$ cat src/rtl/status_pkg.sv
// Shared types and defaults for the status subsystem (arbiter, splitter, detect).
package status_pkg;

    localparam int NUM_CH_DEF  = 4;
    localparam int ADDR_W_DEF  = 32;
    localparam int DATA_W_DEF  = 64;
    localparam int TIMEOUT_DEF = 255;

    typedef enum logic {
        IDLE = 1'b0,
        WAIT = 1'b1
    } state_t;

    function automatic int ptr_w(input int n);
        return (n > 1) ? $clog2(n) : 1;
    endfunction

    function automatic int next_idx(input int cur, input int n);
        return (cur + 1 >= n) ? 0 : cur + 1;
    endfunction

endpackage

$ cat src/rtl/status_bram_wr_arbiter_if.sv
// Request/BRAM-write bundle between the channel controllers and the write-port arbiter.
interface status_bram_wr_arbiter_if
    import status_pkg::*;
#(
    parameter int NUM_CH = NUM_CH_DEF,
    parameter int ADDR_W = ADDR_W_DEF,
    parameter int DATA_W = DATA_W_DEF
);
    logic [NUM_CH-1:0]        req_start;
    logic [NUM_CH*ADDR_W-1:0] req_addr;
    logic [NUM_CH*DATA_W-1:0] req_data;
    logic [NUM_CH-1:0]        req_done;
    logic                     bram_wr_start;
    logic [ADDR_W-1:0]        bram_wr_addr;
    logic [DATA_W-1:0]        bram_wr_data;
    logic                     bram_wr_done;
    logic                     clear_err;
    logic                     busy;
    logic [NUM_CH-1:0]        overflow_err;
    logic                     timeout_err;

    modport master (
        output req_start, req_addr, req_data, bram_wr_done, clear_err,
        input  req_done, bram_wr_start, bram_wr_addr, bram_wr_data,
               busy, overflow_err, timeout_err
    );

    modport slave (
        input  req_start, req_addr, req_data, bram_wr_done, clear_err,
        output req_done, bram_wr_start, bram_wr_addr, bram_wr_data,
               busy, overflow_err, timeout_err
    );
endinterface

$ cat src/rtl/status_rr_pick.sv
// Combinational round-robin selector: first set pend bit at or after rr_ptr, cyclic.
module status_rr_pick
    import status_pkg::*;
#(
    parameter int NUM_CH = NUM_CH_DEF,
    parameter int PTR_W  = ptr_w(NUM_CH_DEF)
) (
    input  logic [NUM_CH-1:0] pend,
    input  logic [PTR_W-1:0]  rr_ptr,
    output logic [PTR_W-1:0]  grant,
    output logic              any_req
);

    // Scan from the farthest offset down so the nearest pending channel wins.
    always_comb begin
        int idx;
        grant = '0;
        idx   = 0;
        for (int k = NUM_CH - 1; k >= 0; k--) begin
            idx = int'(rr_ptr) + k;
            if (idx >= NUM_CH) begin
                idx = idx - NUM_CH;
            end
            if (pend[idx]) begin
                grant = PTR_W'(idx);
            end
        end
    end

    assign any_req = |pend;

endmodule

$ cat src/rtl/status_bram_wr_arbiter.sv
// Shares one BRAM write port among NUM_CH channel controllers, round-robin,
// one write in flight, with timeout guard and sticky overflow/timeout flags.
module status_bram_wr_arbiter
    import status_pkg::*;
#(
    parameter int NUM_CH  = NUM_CH_DEF,
    parameter int ADDR_W  = ADDR_W_DEF,
    parameter int DATA_W  = DATA_W_DEF,
    parameter int TIMEOUT = TIMEOUT_DEF
) (
    input  logic                      clk,
    input  logic                      rst,
    status_bram_wr_arbiter_if.slave   bus
);

    localparam int         PTR_W  = ptr_w(NUM_CH);
    localparam logic [7:0] TO_CNT = 8'(TIMEOUT);

    state_t              state_reg, state_next;
    logic [PTR_W-1:0]    grant_reg, grant_next;
    logic [PTR_W-1:0]    rr_ptr_reg, rr_ptr_next;
    logic [PTR_W-1:0]    pick;
    logic                any_req;
    logic [7:0]          wait_cnt_reg, wait_cnt_next;
    logic                wr_start_reg, wr_start_next;
    logic [ADDR_W-1:0]   wr_addr_reg, wr_addr_next;
    logic [DATA_W-1:0]   wr_data_reg, wr_data_next;
    logic [NUM_CH-1:0]   req_done_reg, req_done_next;
    logic                timeout_err_reg, timeout_err_next;
    logic                complete;
    logic                timeout_hit;

    logic [NUM_CH-1:0]   pend;
    logic [NUM_CH-1:0]   ovf_err;
    logic [ADDR_W-1:0]   addr_q [NUM_CH];
    logic [DATA_W-1:0]   data_q [NUM_CH];

    status_rr_pick #(
        .NUM_CH (NUM_CH),
        .PTR_W  (PTR_W)
    ) u_pick (
        .pend    (pend),
        .rr_ptr  (rr_ptr_reg),
        .grant   (pick),
        .any_req (any_req)
    );

    // Per-channel holding registers; a start landing on the completing channel is accepted.
    generate
        for (genvar gi = 0; gi < NUM_CH; gi++) begin : g_ch
            logic              complete_ch;
            logic              accept;
            logic              pend_reg;
            logic              ovf_err_reg;
            logic [ADDR_W-1:0] addr_q_reg;
            logic [DATA_W-1:0] data_q_reg;

            assign complete_ch = complete && (grant_reg == PTR_W'(gi));
            assign accept      = bus.req_start[gi] && (!pend_reg || complete_ch);

            always_ff @(posedge clk) begin
                if (rst) begin
                    pend_reg    <= 1'b0;
                    ovf_err_reg <= 1'b0;
                end else begin
                    if (accept) begin
                        pend_reg <= 1'b1;
                    end else if (complete_ch) begin
                        pend_reg <= 1'b0;
                    end
                    ovf_err_reg <= (ovf_err_reg && !bus.clear_err)
                                 || (bus.req_start[gi] && !accept);
                end
            end

            always_ff @(posedge clk) begin
                if (accept) begin
                    addr_q_reg <= bus.req_addr[gi*ADDR_W +: ADDR_W];
                    data_q_reg <= bus.req_data[gi*DATA_W +: DATA_W];
                end
            end

            assign pend[gi]    = pend_reg;
            assign ovf_err[gi] = ovf_err_reg;
            assign addr_q[gi]  = addr_q_reg;
            assign data_q[gi]  = data_q_reg;
        end
    endgenerate

    always_comb begin
        state_next       = state_reg;
        grant_next       = grant_reg;
        rr_ptr_next      = rr_ptr_reg;
        wait_cnt_next    = wait_cnt_reg;
        wr_start_next    = 1'b0;
        wr_addr_next     = wr_addr_reg;
        wr_data_next     = wr_data_reg;
        req_done_next    = '0;
        complete         = 1'b0;
        timeout_hit      = 1'b0;

        case (state_reg)
            IDLE: begin
                if (any_req) begin
                    grant_next    = pick;
                    wr_start_next = 1'b1;
                    wr_addr_next  = addr_q[pick];
                    wr_data_next  = data_q[pick];
                    wait_cnt_next = '0;
                    state_next    = WAIT;
                end
            end
            WAIT: begin
                wait_cnt_next = wait_cnt_reg + 8'd1;
                // A real done in the timeout cycle still counts as a clean completion.
                if (bus.bram_wr_done || (wait_cnt_reg == TO_CNT)) begin
                    complete                 = 1'b1;
                    timeout_hit              = !bus.bram_wr_done;
                    req_done_next[grant_reg] = 1'b1;
                    rr_ptr_next              = PTR_W'(next_idx(int'(grant_reg), NUM_CH));
                    state_next               = IDLE;
                end
            end
            default: state_next = IDLE;
        endcase

        timeout_err_next = (timeout_err_reg && !bus.clear_err) || timeout_hit;
    end

    always_ff @(posedge clk) begin
        if (rst) begin
            state_reg       <= IDLE;
            grant_reg       <= '0;
            rr_ptr_reg      <= '0;
            wait_cnt_reg    <= '0;
            wr_start_reg    <= 1'b0;
            wr_addr_reg     <= '0;
            wr_data_reg     <= '0;
            req_done_reg    <= '0;
            timeout_err_reg <= 1'b0;
        end else begin
            state_reg       <= state_next;
            grant_reg       <= grant_next;
            rr_ptr_reg      <= rr_ptr_next;
            wait_cnt_reg    <= wait_cnt_next;
            wr_start_reg    <= wr_start_next;
            wr_addr_reg     <= wr_addr_next;
            wr_data_reg     <= wr_data_next;
            req_done_reg    <= req_done_next;
            timeout_err_reg <= timeout_err_next;
        end
    end

    assign bus.req_done      = req_done_reg;
    assign bus.bram_wr_start = wr_start_reg;
    assign bus.bram_wr_addr  = wr_addr_reg;
    assign bus.bram_wr_data  = wr_data_reg;
    assign bus.overflow_err  = ovf_err;
    assign bus.timeout_err   = timeout_err_reg;
    assign bus.busy          = (|pend) || (state_reg != IDLE);

endmodule
$ cat src/flat_wrapper.sv
// flat-port wrapper written by rule: the top's interface ports become plain ports
module status_bram_wr_arbiter_flat import status_pkg::*;
#(
    parameter int NUM_CH  = NUM_CH_DEF,
    parameter int ADDR_W  = ADDR_W_DEF,
    parameter int DATA_W  = DATA_W_DEF,
    parameter int TIMEOUT = TIMEOUT_DEF
)
  (clk, rst, bus_req_start, bus_req_addr, bus_req_data, bus_bram_wr_done, bus_clear_err, bus_req_done, bus_bram_wr_start, bus_bram_wr_addr, bus_bram_wr_data, bus_busy, bus_overflow_err, bus_timeout_err);
  status_bram_wr_arbiter_if #(.NUM_CH(NUM_CH), .ADDR_W(ADDR_W), .DATA_W(DATA_W)) bus_i ();
  input  logic clk;
  input  logic rst;
  input wire logic [$bits(bus_i.req_start)-1:0] bus_req_start;
  input wire logic [$bits(bus_i.req_addr)-1:0] bus_req_addr;
  input wire logic [$bits(bus_i.req_data)-1:0] bus_req_data;
  input wire logic [$bits(bus_i.bram_wr_done)-1:0] bus_bram_wr_done;
  input wire logic [$bits(bus_i.clear_err)-1:0] bus_clear_err;
  output wire logic [$bits(bus_i.req_done)-1:0] bus_req_done;
  output wire logic [$bits(bus_i.bram_wr_start)-1:0] bus_bram_wr_start;
  output wire logic [$bits(bus_i.bram_wr_addr)-1:0] bus_bram_wr_addr;
  output wire logic [$bits(bus_i.bram_wr_data)-1:0] bus_bram_wr_data;
  output wire logic [$bits(bus_i.busy)-1:0] bus_busy;
  output wire logic [$bits(bus_i.overflow_err)-1:0] bus_overflow_err;
  output wire logic [$bits(bus_i.timeout_err)-1:0] bus_timeout_err;
  assign bus_i.req_start = bus_req_start;
  assign bus_i.req_addr = bus_req_addr;
  assign bus_i.req_data = bus_req_data;
  assign bus_i.bram_wr_done = bus_bram_wr_done;
  assign bus_i.clear_err = bus_clear_err;
  assign bus_req_done = bus_i.req_done;
  assign bus_bram_wr_start = bus_i.bram_wr_start;
  assign bus_bram_wr_addr = bus_i.bram_wr_addr;
  assign bus_bram_wr_data = bus_i.bram_wr_data;
  assign bus_busy = bus_i.busy;
  assign bus_overflow_err = bus_i.overflow_err;
  assign bus_timeout_err = bus_i.timeout_err;
  status_bram_wr_arbiter #(.NUM_CH(NUM_CH), .ADDR_W(ADDR_W), .DATA_W(DATA_W), .TIMEOUT(TIMEOUT)) u_core (.clk(clk), .rst(rst), .bus(bus_i));
endmodule
$ cat config.mk
export PLATFORM = sky130hd
export DESIGN_NAME = status_bram_wr_arbiter_flat
export DESIGN_NICKNAME = d
export VERILOG_FILES = /design/src/rtl/status_pkg.sv /design/src/rtl/status_bram_wr_arbiter_if.sv /design/src/rtl/status_rr_pick.sv /design/src/rtl/status_bram_wr_arbiter.sv /design/src/flat_wrapper.sv
export SDC_FILE = /design/constraint.sdc
export NUM_CORES = 1
export LEC_CHECK = 0
export CORE_MARGIN = 1
export CORE_UTILIZATION = 35
export CTS_CLUSTER_SIZE = 10
export DETAILED_ROUTE_END_ITERATION = 12
export PLACE_DENSITY_LB_ADDON = 0.05
export SLEW_MARGIN = 10
export SYNTH_ARGS = -nofsm -noshare
export SYNTH_HDL_FRONTEND = slang
export SYNTH_SLANG_ARGS = --single-unit
$ cat constraint.sdc
create_clock -name clk -period 13.29 [get_ports clk]
set_input_delay 3.987 -clock clk [delete_from_list [all_inputs] [get_ports clk]]
set_output_delay 3.987 -clock clk [all_outputs]
set_load 0.03 [all_outputs]
==> flow_summary.ini, run 1 <==
[critical_path]
cp-start-kind = input port
critical_path.top_delay_family = buffers and inverters
path_class = in -> reg
crit_start = bus_bram_wr_done
critical_path_buf_inv_count = 3
setup.worst_path.end_class = flop
slowest_stage = buf_4
cp_common_cell = buf_4
critPathArrivalTime_ns = 6.74
r2r_start = u_core.state_reg
required_ns = 13.51
crit_chain = clkdlybuf4s50_1 -> nand2_1 -> o31ai_2 -> a21boi_0 -> nor2b_4 -> buf_4 -> buf_4
cp_max_fo = 59
cp_slowest_stage_delay_ns = 0.80

[synth]
synth-edff-count = 384
async_flop_share_pct = 0
synthTopCellsByArea = edfxtp_1 61%, dfxtp_1 13%, mux2i_1 10%
synth_nets = 1457
yosysSeqAreaShare_pct = 73.75
syn_area_um2 = 18970
synth_top_area_share_pct = 60.77
synthFlopType = edfxtp_1
synth_seq_cells = 507
synth_area_leader_cell = edfxtp_1
syn-mean-instance-area_um2 = 17.90
synthCells = 1060
synth.distinct_cells = 40
yosys_warnings = 0

[sta]
drv_slew = 0
finalSetupTns_ns = 0
fin_crit_ns = 6.523
fmaxAchievable_ghz = 0.1533
skew_ns = 0.01350
final_hold_viol_count = 0
worstMarginPinSlew_ns = 1.179
rsz0062_at_grt = false
relSlewSlack_pct = 21.39
setup_viol = 0
timing.final.ws_setup_ns = 6.767
post-route-period-util_pct = 49.08

[run]
maxCapViolCount = 0

[outcome]
status = finished, final reports clean

[clocking]
cts-root-buf = clkbuf_16
clk_latency_ns = 0.61
ctsResizeCount = 0
cts_made_buffers = 58
cts.sinks = 507
cts_setup_buffers = 0
ctsHoldBuffers = 0
cts_tree = done
htree_num_levels = 2
clockBufferDepth = 3
clkSlewWorstSetupHoldPaths_ns = 0.06

[floorplanning]
core_um2 = 53080
ios = 499
start_util_pct = 35.75
die_height_um = 234.8
die_x_um = 234.8
fp-row-count = 84
dieArea_um2 = 55150

[global_routing]
grt_overflow_total = 0
grt_max_degree = 117
grtUsageTotal_pct = 19.77
grt_antenna_before_repair = 18
first_global_vias = 11820
grt_pass1_wl_um = 79910

[detailed_routing]
first_pass_iters = 4
route.detailed.drc = 0
num_vias = 11100
ant_nets = 0
wl_per_cell_um = 23.93
finalWirelength_um = 55230
routed_via_density = 4.810
drtIter0Drc = 468

[pwr]
total_power_mw = 3.943
powerDensity_nw_per_um2 = 150.7
power_leakage_nw = 9.019
irDropWorstVdd_mv = 0.1057

[placed_design]
hpwl_um = 36920
pre_cts_ws_ns = 5.905
dp.cells = 2198
portBuffers = 498
place_congestion = 0.7777

[cells_and_area]
areaGrowthSynthToFinish_pct = 37.89
final_common_cell = clkdlybuf4s50_1
fill_cells = 4506
largest_register_ffs = 256
drive_above_1_share_pct = 11.99
layout.cells.non_filler = 2308
multi_input_area_um2 = 4432
final_nets = 1967
layout_common_cells = 498 x clkdlybuf4s50_1, 384 x edfxtp_1, 193 x mux2i_1
seq_area_um2 = 13990

[min_path]
hold_path.class = reg -> reg
hp-start = u_core.bus.bram_wr_data[36]
cell usage after synthesis, types with 6 or more instances:
| cell | number |
|---|---|
| a21oi_1 | 9 |
| buf_12 | 11 |
| buf_2 | 18 |
| buf_4 | 10 |
| buf_8 | 8 |
| clkbuf_1 | 15 |
| dfxtp_1 | 123 |
| edfxtp_1 | 384 |
| mux2i_1 | 193 |
| nand2_1 | 79 |
| nand3_1 | 35 |
| nor2_1 | 23 |
| nor2b_1 | 6 |
| o221ai_2 | 96 |
logic make-up after synthesis:
logic type	count (synthesis)	share of synthesized area [%]
muxes	193	10.18
adders and majority gates	5	0.3297
xor gates and xnor gates	3	0.1385
buffers and inverters	70	3.198
and+or+nand+nor	163	3.851
AOI/OAI and AO/OA	119	8.553
DFF	507	73.75
cell type report:
cell class | count | area share (%)
inverter | 5 | 0.07173
antenna | 2 | 0.01913
clock buffer | 106 | 6.556
sequential | 507 | 53.48
clock inverter | 2 | 0.05260
timing repair buffer | 515 | 19.59
multi-input combinational | 483 | 16.94
tap | 688 | 3.290
power breakdown:
group | leakage (nW) | total [mW] | internal [mW] | switching (mW)
clock network | 0.825 | 1.47 | 0.859 | 0.608
logic | 3.52 | 0.592 | 0.272 | 0.319
registers | 4.68 | 1.88 | 1.84 | 0.0482
total | 9.02 | 3.94 | 2.97 | 0.975
per-layer routing:
metal | up-vias | track usage, % | share of wire (%)
met5 | - | 0 | 0.36
met2 | 335 | 34.06 | 50
met3 | 95 | 6.967 | 7.5
met4 | 30 | 5.263 | 1.9
li1 | 5180 | - | -
met1 | 5461 | 23.34 | 40
final timing paths:
path                                        to  slack [ns]  depth (start not counted)
setup / recovery  u_core.g_ch[3].addr_q_reg[6]        6.77                          7
setup reg to reg  u_core.g_ch[3].addr_q_reg[6]        9.22                          6
hold reg to reg    u_core.bus.bram_wr_data[36]        0.47                          2
hold / removal     u_core.bus.bram_wr_data[36]        0.47                          2
tightest hold or removal path: stages (launching register included):
cell and delay, ns:
dfxtp_1 0.32, nand2_1 0.06, o221ai_2 0.05
metrics by stage:
| step | util, % | hold slack (ns) | cell area (um^2) |
|---|---|---|---|
| global placement | 46.02 | 0.4484 | 24420 |
| global route | 49.29 | 0.4823 | 26160 |
| detailed placement | 46.02 | 0.4505 | 24420 |
| floorplan | - | 0.4431 | 18970 |
| finish | 49.30 | 0.4663 | 26160 |
| CTS | 49.28 | 0.4674 | 26150 |
Note: power is estimated with default switching activity, not from simulation.
==> run 2, diff against run 1 <==
Clock period 13.29 ns to 6.6 ns, I/O delays scaled along.
==> run 2 against run 1 <==
Count of clock-buffer cells in the layout fell by 2. Cell count rose by 0.35%. Wire length fell by 1.1%. Die area did not move. Setup slack got worse by 4.5 ns. Power rose by 100%. Register-to-register slack got worse by 5.6 ns. Clock skew rose by 0.0032 ns. Flip-flop and latch count did not move. Design area rose by 0.18%.
==> flow_summary.ini, run 2 (same netlist as run 1, synthesis figures left out) <==
[cells_and_area]
drive_above_1_share_pct = 11.98
largest_register_ffs = 256
final_nets = 1969
layout_common_cells = 498 x clkdlybuf4s50_1, 384 x edfxtp_1, 193 x mux2i_1
final_common_cell = clkdlybuf4s50_1
areaGrowthSynthToFinish_pct = 38.13

[sta]
finalSetupTns_ns = 0
fin_crit_ns = 4.314
drv_slew = 0
fmaxAchievable_ghz = 0.2318
post-route-period-util_pct = 65.36
skew_ns = 0.01673
worstMarginPinSlew_ns = 0.9773
rsz0062_at_grt = false
relSlewSlack_pct = 34.85
timing.final.ws_setup_ns = 2.286
final_hold_viol_count = 0
setup_viol = 0

[pwr]
powerDensity_nw_per_um2 = 301.1
power_leakage_nw = 9.032
irDropWorstVdd_mv = 0.1958

[placed_design]
hpwl_um = 36930
place_congestion = 0.7775
pre_cts_ws_ns = 2.150
portBuffers = 498

[floorplanning]
dieArea_um2 = 55150
start_util_pct = 35.75
die_x_um = 234.8
die_height_um = 234.8
ios = 499
core_um2 = 53080
fp-row-count = 84

[clocking]
cts_tree = done
clockBufferDepth = 3
cts-root-buf = clkbuf_16
clkSlewWorstSetupHoldPaths_ns = 0.06
cts_made_buffers = 57
htree_num_levels = 2
cts_setup_buffers = 0
ctsHoldBuffers = 0
clk_latency_ns = 0.61
cts.sinks = 507
ctsResizeCount = 0

[critical_path]
critPathArrivalTime_ns = 2.33
required_ns = 4.62
cp_max_fo = 5
cp-start-kind = flop
setup.worst_path.end_class = output pin
path_class = reg -> out

[global_routing]
grt_overflow_total = 0
grtUsageTotal_pct = 19.60
first_global_vias = 11870
grt_pass1_wl_um = 79450
grt_antenna_before_repair = 22
grt_max_degree = 117

[detailed_routing]
route.detailed.drc = 0
wl_per_cell_um = 23.59
finalWirelength_um = 54640
drtIter0Drc = 481
num_vias = 11100
routed_via_density = 4.794
ant_nets = 0
first_pass_iters = 5

[min_path]
hold_path.class = reg -> reg

[outcome]
status = finished, final reports clean

[run]
maxCapViolCount = 0
run 2: cell count changes in the layout (fill, tap and decap cells not counted), sizes merged:
cell / previous run / this run
clkbuf: 106 / 104
diode: 2 / 8
inv: 5 / 8
buf: 17 / 20
clkinv: 2 / 0
run 2: final timing paths:
| check | from | endpoint | slack [ns] | cells past startpoint |
|---|---|---|---|---|
| setup reg to reg | u_core.rr_ptr_reg[1] | u_core.bus.bram_wr_data[31] | 3.60 | 7 |
| hold / removal | u_core.bus.bram_wr_data[33] | u_core.bus.bram_wr_data[33] | 0.46 | 2 |
| hold reg to reg | u_core.bus.bram_wr_data[33] | u_core.bus.bram_wr_data[33] | 0.46 | 2 |
| setup / recovery | u_core.g_ch[0].pend_reg | bus_busy | 2.29 | 4 |
run 2: final cells by class:
cell class                 instances  area, um^2
clock inverter                     3       37.54
tap                              688       860.8
antenna                            8       20.02
inverter                           5       18.77
multi-input combinational        483        4427
fill                            4564       26870
clock buffer                     104        1643
sequential                       507       13990
timing repair buffer             518        5210
run 2: metrics by stage:
step	instance area, um^2	instances	util, %	power, mW	hold slack, ns
floorplan	18980	1060	-	4.512	0.4431
global placement	24510	2201	46.18	5.063	0.4498
detailed placement	24510	2201	46.18	5.075	0.4504
CTS	26190	2308	49.34	8.015	0.4666
global route	26200	2313	49.37	8.189	0.4903
finish	26210	2316	49.38	7.892	0.4621
run 2: report_power, final:
group          switching (mW)  internal [mW]
clock                    1.24           1.66
sequential             0.0960           3.69
combinational           0.638          0.556
run 2: critical path: stages, from the launching register on:
cell             delay (ns)
dfxtp_1                0.38
nor4_2                 0.36
nor2b_1                0.32
inv_1                  0.08
clkdlybuf4s50_1        0.60
run 2: routing by layer:
layer,track usage (%),wire (um),up-vias
li1,-,-,5205
met1,23.69,22450,5412
met2,32.90,26910,349
met3,6.320,3900,106
met4,6.679,1185,30
met5,0,195,-
==> run 3, diff against run 2 <==
Clock period 6.6 ns to 4.35 ns, I/O delays scaled along.
==> run 3 against run 2 <==
First-iteration DRC count grew 7.1%. Power up 51%. Wire length increased by 2.4%. Core utilization is 0.20 points higher. Die area did not move. Clock skew is 0.00090 ns lower. Largest power group unchanged. Highest routed layer unchanged.
==> flow_summary.ini, run 3 (same netlist as run 1, synthesis figures left out) <==
[outcome]
status = finished, final reports clean

[cells_and_area]
areaGrowthSynthToFinish_pct = 38.70
seq_area_um2 = 13990
final_common_cell = clkdlybuf4s50_1
fin_util_pct = 49.59
final_nets = 1976
layout_common_cells = 498 x clkdlybuf4s50_1, 384 x edfxtp_1, 193 x mux2i_1
largest_register_ffs = 256
fill_cells = 4494
drive_above_1_share_pct = 12.26
multi_input_area_um2 = 4427

[sta]
relSlewSlack_pct = 53.38
fmaxAchievable_ghz = 0.2762
drv_slew = 0
finalSetupTns_ns = 0
skew_ns = 0.01583
final_hold_viol_count = 0
rsz0062_at_grt = false
timing.final.ws_setup_ns = 0.7293
fin_crit_ns = 3.621
setup_viol = 0
worstMarginPinSlew_ns = 0.6934
post-route-period-util_pct = 83.23

[floorplanning]
die_height_um = 234.8
ios = 499
core_um2 = 53080
dieArea_um2 = 55150
die_x_um = 234.8
start_util_pct = 35.75
fp-row-count = 84

[run]
maxCapViolCount = 0

[placed_design]
portBuffers = 498
hpwl_um = 37840
pre_cts_ws_ns = 0.9105
place_congestion = 0.7826

[detailed_routing]
ant_nets = 0
routed_via_density = 4.801
route.detailed.drc = 0
wl_per_cell_um = 24.10
first_pass_iters = 5
drtIter0Drc = 515
num_vias = 11140
finalWirelength_um = 55930

[critical_path]
cp-start-kind = flop
cp_slowest_stage_delay_ns = 0.60
cp_max_fo = 5
required_ns = 3.04
slowest_stage = clkdlybuf4s50_1
path_class = reg -> out
setup.worst_path.end_class = output pin
crit_chain = nor4_2 -> nor2b_1 -> inv_1 -> clkdlybuf4s50_1
critical_path.top_delay_family = simple AND/OR/NAND/NOR gates
critical_path_buf_inv_count = 2
critPathArrivalTime_ns = 2.32

[clocking]
cts_setup_buffers = 0
ctsResizeCount = 0
clkSlewWorstSetupHoldPaths_ns = 0.06
cts.sinks = 507
cts_made_buffers = 57
ctsHoldBuffers = 0
cts_tree = done
clk_latency_ns = 0.61
htree_num_levels = 2
clockBufferDepth = 3
cts-root-buf = clkbuf_16

[global_routing]
first_global_vias = 11800
grt_max_degree = 81
grtUsageTotal_pct = 20.08
grt_overflow_total = 0
grt_pass1_wl_um = 81050
grt_antenna_before_repair = 25

[pwr]
irDropWorstVdd_mv = 0.3168
powerDensity_nw_per_um2 = 452.6
total_power_mw = 11.91
power_leakage_nw = 9.083

[min_path]
hold_path.class = reg -> reg
run 3: cell type report:
cell class	instances	share of cell area, %
sequential	507	53.17
timing repair buffer	525	20.38
multi-input combinational	483	16.82
clock buffer	100	6.109
tap	688	3.271
antenna	10	0.09508
clock inverter	3	0.08558
inverter	5	0.07131
run 3: worst reg2reg max path, stage by stage (launching register included):
cell and delay [ns]:
dfxtp_1 0.51, nand4_1 0.26, o31ai_1 0.68, a21boi_0 0.36
nor2b_4 0.25, buf_12 0.30
run 3: per-layer routing:
metal	vias up	GRT usage [%]	part of all wire, %
met3	106	6.285	7.2
met1	5445	24.77	42
met5	-	0	0.36
met2	350	33.50	48
met4	30	6.280	2.4
li1	5213	-	-
run 3: final timing paths:
check                               from  slack (ns)                             to  cells after the start
max reg2reg             u_core.state_reg        1.46  u_core.g_ch[2].data_q_reg[49]                      5
min reg2reg  u_core.bus.bram_wr_data[49]        0.46    u_core.bus.bram_wr_data[49]                      2
max              u_core.g_ch[0].pend_reg        0.73                       bus_busy                      4
min          u_core.bus.bram_wr_data[49]        0.46    u_core.bus.bram_wr_data[49]                      2
run 3: report_power, final:
part           internal [mW]  leakage, nW  switching (mW)
Sequential              5.60         4.68           0.149
Clock                   2.47        0.778            1.84
Combinational          0.862         3.63           0.984
Total                   8.94         9.08            2.97
run 3: through the flow:
stage          area, um^2  instances  hold WS [ns]
5_1_grt             26310       2317        0.4831
3_5_place_dp        24660       2208        0.4512
2_1_floorplan       19000       1060        0.4431
3_3_place_gp        24660       2208        0.4487
4_1_cts             26290       2311        0.4637
6_report            26320       2321        0.4628
